`config.mk`:
```
export PLATFORM = sky130hd
export DESIGN_NAME = fmdll_sel_ctrl
export DESIGN_NICKNAME = d
export VERILOG_FILES = /design/src/rtl/fmdll_sel_ctrl.sv
export SDC_FILE = /design/constraint.sdc
export NUM_CORES = 1
export LEC_CHECK = 0
export BUFFER_PORTS_ARGS = -buffer_cell sky130_fd_sc_hd__buf_4
export CAP_MARGIN = 5
export CORE_MARGIN = 2
export CORE_UTILIZATION = 60
export DETAILED_ROUTE_END_ITERATION = 12
export GPL_TIMING_DRIVEN = 0
export PLACE_DENSITY = 0.83
export RECOVER_POWER = 25
export REMOVE_ABC_BUFFERS = 1
export SLEW_MARGIN = 20
export SYNTH_ARGS = -nofsm -noshare
export SYNTH_HDL_FRONTEND = slang
export SYNTH_SLANG_ARGS = --single-unit
```
`constraint.sdc`:
```
create_clock -name clk -period 3.95 [get_ports clk]
set_input_delay 0.79 -clock clk [delete_from_list [all_inputs] [get_ports clk]]
set_output_delay 0.79 -clock clk [all_outputs]
set_load 0.01 [all_outputs]
```
`src/rtl/fmdll_sel_ctrl.sv`:
```
// Sequencer for the FMDLL delay-line input mux: counts loop edges (N) and injections (M),
// drives a registered one-hot mux select, flags early/late reference edges and reports lock.
module fmdll_sel_ctrl #(
    parameter int N_W    = 4,
    parameter int M_W    = 2,
    parameter int TO_W   = 8,
    parameter int LOCK_N = 4
) (
    input  logic           clk,
    input  logic           rst,
    input  logic           en,
    input  logic           ring_edge,
    input  logic           ext_edge,
    input  logic [N_W-1:0] n_div,
    input  logic [M_W-1:0] m_div,
    output logic [1:0]     sel,
    output logic [N_W-1:0] n_cnt,
    output logic [M_W-1:0] m_cnt,
    output logic           err_early,
    output logic           err_late,
    output logic           locked,
    output logic [2:0]     state
);

    typedef enum logic [2:0] {
        S_IDLE   = 3'd0,
        S_INJECT = 3'd1,
        S_RECIRC = 3'd2,
        S_ARM    = 3'd3,
        S_CAL    = 3'd4
    } state_t;

    localparam logic [1:0]      SEL_RECIRC = 2'b00;
    localparam logic [1:0]      SEL_INJECT = 2'b10;
    localparam logic [1:0]      SEL_CAL    = 2'b01;
    // Value one step short of all-ones: the increment onto all-ones is the timeout event.
    localparam logic [TO_W-1:0] TO_PRE     = {{(TO_W-1){1'b1}}, 1'b0};
    localparam logic [3:0]      LOCK_MAX   = 4'(LOCK_N);

    state_t          state_q, state_d;
    logic [1:0]      sel_q, sel_d;
    logic [N_W-1:0]  n_cnt_q, n_cnt_d;
    logic [M_W-1:0]  m_cnt_q, m_cnt_d;
    logic [N_W-1:0]  n_sh_q, n_sh_d;
    logic [M_W-1:0]  m_sh_q, m_sh_d;
    logic [TO_W-1:0] to_cnt_q, to_cnt_d;
    logic [3:0]      lock_cnt_q, lock_cnt_d;
    logic            locked_q, locked_d;
    logic            err_early_q, err_early_d;
    logic            err_late_q, err_late_d;
    logic            on_time;
    logic            terminal;

    assign terminal = ring_edge && (n_cnt_q == (n_sh_q - N_W'(1)));

    always_ff @(posedge clk) begin
        if (rst) begin
            state_q     <= S_IDLE;
            sel_q       <= SEL_RECIRC;
            n_cnt_q     <= '0;
            m_cnt_q     <= '0;
            n_sh_q      <= '0;
            m_sh_q      <= '0;
            to_cnt_q    <= '0;
            lock_cnt_q  <= '0;
            locked_q    <= 1'b0;
            err_early_q <= 1'b0;
            err_late_q  <= 1'b0;
        end else begin
            state_q     <= state_d;
            sel_q       <= sel_d;
            n_cnt_q     <= n_cnt_d;
            m_cnt_q     <= m_cnt_d;
            n_sh_q      <= n_sh_d;
            m_sh_q      <= m_sh_d;
            to_cnt_q    <= to_cnt_d;
            lock_cnt_q  <= lock_cnt_d;
            locked_q    <= locked_d;
            err_early_q <= err_early_d;
            err_late_q  <= err_late_d;
        end
    end

    always_comb begin
        state_d     = state_q;
        n_cnt_d     = n_cnt_q;
        m_cnt_d     = m_cnt_q;
        n_sh_d      = n_sh_q;
        m_sh_d      = m_sh_q;
        to_cnt_d    = to_cnt_q;
        lock_cnt_d  = lock_cnt_q;
        locked_d    = locked_q;
        err_early_d = 1'b0;
        err_late_d  = 1'b0;
        on_time     = 1'b0;
        sel_d       = SEL_RECIRC;

        if (!en) begin
            state_d    = S_IDLE;
            n_cnt_d    = '0;
            m_cnt_d    = '0;
            lock_cnt_d = '0;
            locked_d   = 1'b0;
        end else begin
            case (state_q)
                S_IDLE: begin
                    if (ext_edge) state_d = S_INJECT;
                end
                S_INJECT: begin
                    n_sh_d  = (n_div == '0) ? N_W'(1) : n_div;
                    m_sh_d  = m_div;
                    n_cnt_d = '0;
                    state_d = S_RECIRC;
                end
                S_RECIRC: begin
                    if (terminal) begin
                        n_cnt_d = '0;
                        if (ext_edge) begin
                            on_time = 1'b1;
                        end else begin
                            state_d  = S_ARM;
                            to_cnt_d = '0;
                        end
                    end else if (ext_edge) begin
                        // Reference arrived before N loop edges: resync by re-injecting.
                        err_early_d = 1'b1;
                        lock_cnt_d  = '0;
                        locked_d    = 1'b0;
                        n_cnt_d     = '0;
                        state_d     = S_INJECT;
                    end else if (ring_edge) begin
                        n_cnt_d = n_cnt_q + N_W'(1);
                    end
                end
                S_ARM: begin
                    if (ext_edge) begin
                        on_time = 1'b1;
                    end else if (to_cnt_q == TO_PRE) begin
                        err_late_d = 1'b1;
                        lock_cnt_d = '0;
                        locked_d   = 1'b0;
                        to_cnt_d   = '1;
                        state_d    = S_IDLE;
                    end else begin
                        to_cnt_d = to_cnt_q + TO_W'(1);
                    end
                end
                S_CAL: begin
                    if (ext_edge) state_d = S_INJECT;
                end
                default: begin
                    state_d = S_IDLE;
                end
            endcase

            if (on_time) begin
                if (lock_cnt_q < LOCK_MAX) lock_cnt_d = lock_cnt_q + 4'd1;
                if (lock_cnt_d >= LOCK_MAX) locked_d = 1'b1;
                if (m_cnt_q == m_sh_q) begin
                    m_cnt_d = '0;
                    state_d = S_CAL;
                end else begin
                    m_cnt_d = m_cnt_q + M_W'(1);
                    state_d = S_INJECT;
                end
            end
        end

        // Select is decoded from the next state so the mux sees a registered one-hot code.
        case (state_d)
            S_INJECT: sel_d = SEL_INJECT;
            S_CAL:    sel_d = SEL_CAL;
            default:  sel_d = SEL_RECIRC;
        endcase
    end

    assign sel       = sel_q;
    assign n_cnt     = n_cnt_q;
    assign m_cnt     = m_cnt_q;
    assign err_early = err_early_q;
    assign err_late  = err_late_q;
    assign locked    = locked_q;
    assign state     = state_q;

endmodule

```
==> flow_summary.toml <==
[die]
die-height_um = 56.7
io_pins = 25
die_w_um = 56.7
start_util = 0.619
rows = 19
dieArea_mm2 = 0.00321
core_mm2 = 0.00269

[grt]
grt_overflow = 0
grt_max_degree = 17
antenna_found_initial = 0
grt_pass1_vias = 1438
track_usage = 0.253
grt_pass1_wl_mm = 6.24

[setup_path]
worstSetupPathType = "flop to flop"
critPathLaunchType = "flop"
r2r_cells = 8
arrival_ns = 2.48
crit_required_ns = 4.16
cpPeakStageDelay_ns = 0.43
path_max_fanout = 4
critPathBufInv = 1
cp_common_cell = "nor2_1"
cp_num_cells = 8
critPathTopFamily = "simple AND/OR/NAND/NOR gates"
cp_cell_sequence = "inv_1 > ha_1 > xor2_1 > nand3_2 > nor3_1 > nor2_1 > nor4_1 > nor2_1"
cp_slowest_cell = "nor4_1"
critPathCaptureType = "flop"

[clock_network]
cts_root_buf = "clkbuf_4"
clock_latency_ns = 0.33
post_cts_buffers = 0
postCtsResizedCells = 0
cts_buffer_depth = 2
htreeDepth = 2
cts_made_buffers = 5
clkSinkCount = 32
cts_tree = "built"
cts_hold_buf = 0
cts.clk_slew.worst_paths_ns = 0.10

[sta]
slew-limit-headroom = 0.439
grt_setup_unrepaired = "no"
post-route-period-util = 0.574
hold_violations = 0
setup_viol = 0
worstMarginPinSlew_ns = 0.840
finClkSkew_ns = 0.0136
fmax_mhz = 441
period_needed_ns = 2.27
final_max_slew_viol_count = 0
finalSetupTns_ns = 0

[detailed_routing]
drt_iter0_markers = 81
wl_mm = 3.66
vias_per_cell = 6.17
route.detailed.drc = 0
wl_per_cell_um = 14.3
vias = 1573
antenna_left = 0
firstDrtPassIters = 4

[synth]
syn_avg_cell_area_um2 = 8.40
ys_ff_latch = 32
async_reset_ff_frac = 0
syn_area_mm2 = 0.00166
yosysTopAreaCell = "dfxtp_1"
synth.distinct_cells = 42
synth-edff-count = 0
ys_top_cells_by_area = "dfxtp_1 38%, a21oi_1 6.0%, nor2_1 5.0%"
syn_inst = 198
synth_top_cell_area_share = 0.385
yosysWarnings = 0
ys.flop_type = "dfxtp_1"
yosysSeqAreaShare = 0.385

[outcome]
status = "finished, final reports clean"

[power_and_ir_drop]
p_leak_nw = 0.650
power_density_mw_per_mm2 = 308
ir_drop_mv = 0.262

[placed_design]
gp_congestion = 0.839
dp_hpwl_mm = 2.69
io_buffers = 24
dp_cells = 248

[final_layout]
area_delta_synth_final_pct = 13.0
n_antenna_cell = 0
final_nets = 240
drive_above_1_share = 0.143
final_cell_mix = "32 x dfxtp_1, 22 x nor2_1, 20 x a21oi_1"
instances_no_fill = 255
layout_commonest_cell = "dfxtp_1"

[hold_path]
hold_path_class = "flop to flop"
whs_path_depth = 2

[flow_run]
cap_viol_max_count = 0
## power by group
part	switching, mW	leakage [nW]	internal [mW]
combinational	0.0267	0.355	0.0186
sequential	0.00311	0.258	0.325
clock	0.104	0.0374	0.101
## path summary, 6_finish.rpt
| path | endpoint | start | slack (ns) |
|---|---|---|---|
| max | sel[1]$_SDFF_PP0_ | n_sh_q[0]$_SDFFE_PP0P_ | 1.68 |
| min | lock_cnt_q[2]$_SDFF_PP0_ | lock_cnt_q[2]$_SDFF_PP0_ | 0.47 |
| max reg2reg | sel[1]$_SDFF_PP0_ | n_sh_q[0]$_SDFFE_PP0P_ | 1.68 |
| min reg2reg | lock_cnt_q[2]$_SDFF_PP0_ | lock_cnt_q[2]$_SDFF_PP0_ | 0.47 |
## logic make-up (layout without fill, tap and decap cells)
logic type / Yosys count / count (layout) / synth area share
simple gates: 85 / 85 / 0.262
fa+ha+maj: 5 / 5 / 0.0376
flops: 32 / 32 / 0.385
buf+inv: 12 / 38 / 0.0338
compound gates: 52 / 52 / 0.215
xor+xnor: 8 / 8 / 0.0421
mux: 4 / 4 / 0.0241
## worst reg2reg max path, cell delays in order (launching register included)
cell and delay [ns]:
dfxtp_1 0.42, inv_1 0.08, ha_1 0.30, xor2_1 0.16, nand3_2 0.14, nor3_1 0.42
nor2_1 0.09, nor4_1 0.43, nor2_1 0.09
## state kept, by name, indices dropped and copies added (netlist names)
signal,cells
err_late,1
n_cnt,4
err_early,1
lock_cnt_q,4
m_cnt,2
n_sh_q,4
m_sh_q,2
state,3
sel,2
locked,1
to_cnt_q,8
## area by class of cell
type / instances / area [um^2]
fill: 235 / 806
tap: 31 / 38.8
clock buffer: 7 / 65.1
multi-input combinational: 154 / 967
inverter: 7 / 26.3
sequential: 32 / 641
timing repair buffer: 24 / 143
## through the flow
stage | instance area, um^2 | power, mW | hold WS [ns] | utilization | setup WS [ns]
2_1_floorplan | 1630 | 0.361 | 0.437 | - | 1.95
3_3_place_gp | 1850 | 0.379 | 0.444 | 0.690 | 1.71
3_5_place_dp | 1850 | 0.381 | 0.461 | 0.690 | 1.68
4_1_cts | 1920 | 0.587 | 0.474 | 0.714 | 1.69
5_1_grt | 1880 | 0.599 | 0.511 | 0.700 | 1.43
6_report | 1880 | 0.579 | 0.470 | 0.700 | 1.68
## cells in the mapped netlist, types with 2 or more instances
cell      instances
nor2_1           22
mux2i_1           4
nand4_1           4
a211oi_2          2
o21ai_0           9
clkbuf_1          4
inv_1             7
nand3_1          13
nand2_1          18
o31ai_1           3
and3_1            2
and2_1            4
or3_1             2
nand2b_1          2
nor2b_1           2
nor4_1            2
o211ai_1          4
ha_1              5
xnor2_1           6
dfxtp_1          32
xor2_1            2
a21oi_1          20
nand3b_1          2
nor3_1            5
nor3_2            2
o22ai_1           3
a211oi_1          2
## per-layer routing
metal,global-route usage,up-vias,part of all wire
met3,0.0645,2,0.071
met2,0.410,58,0.49
met1,0.309,738,0.43
li1,-,775,-
met5,0,-,0
met4,0.126,0,0.0063
Note: power is estimated with default switching activity, not from simulation.
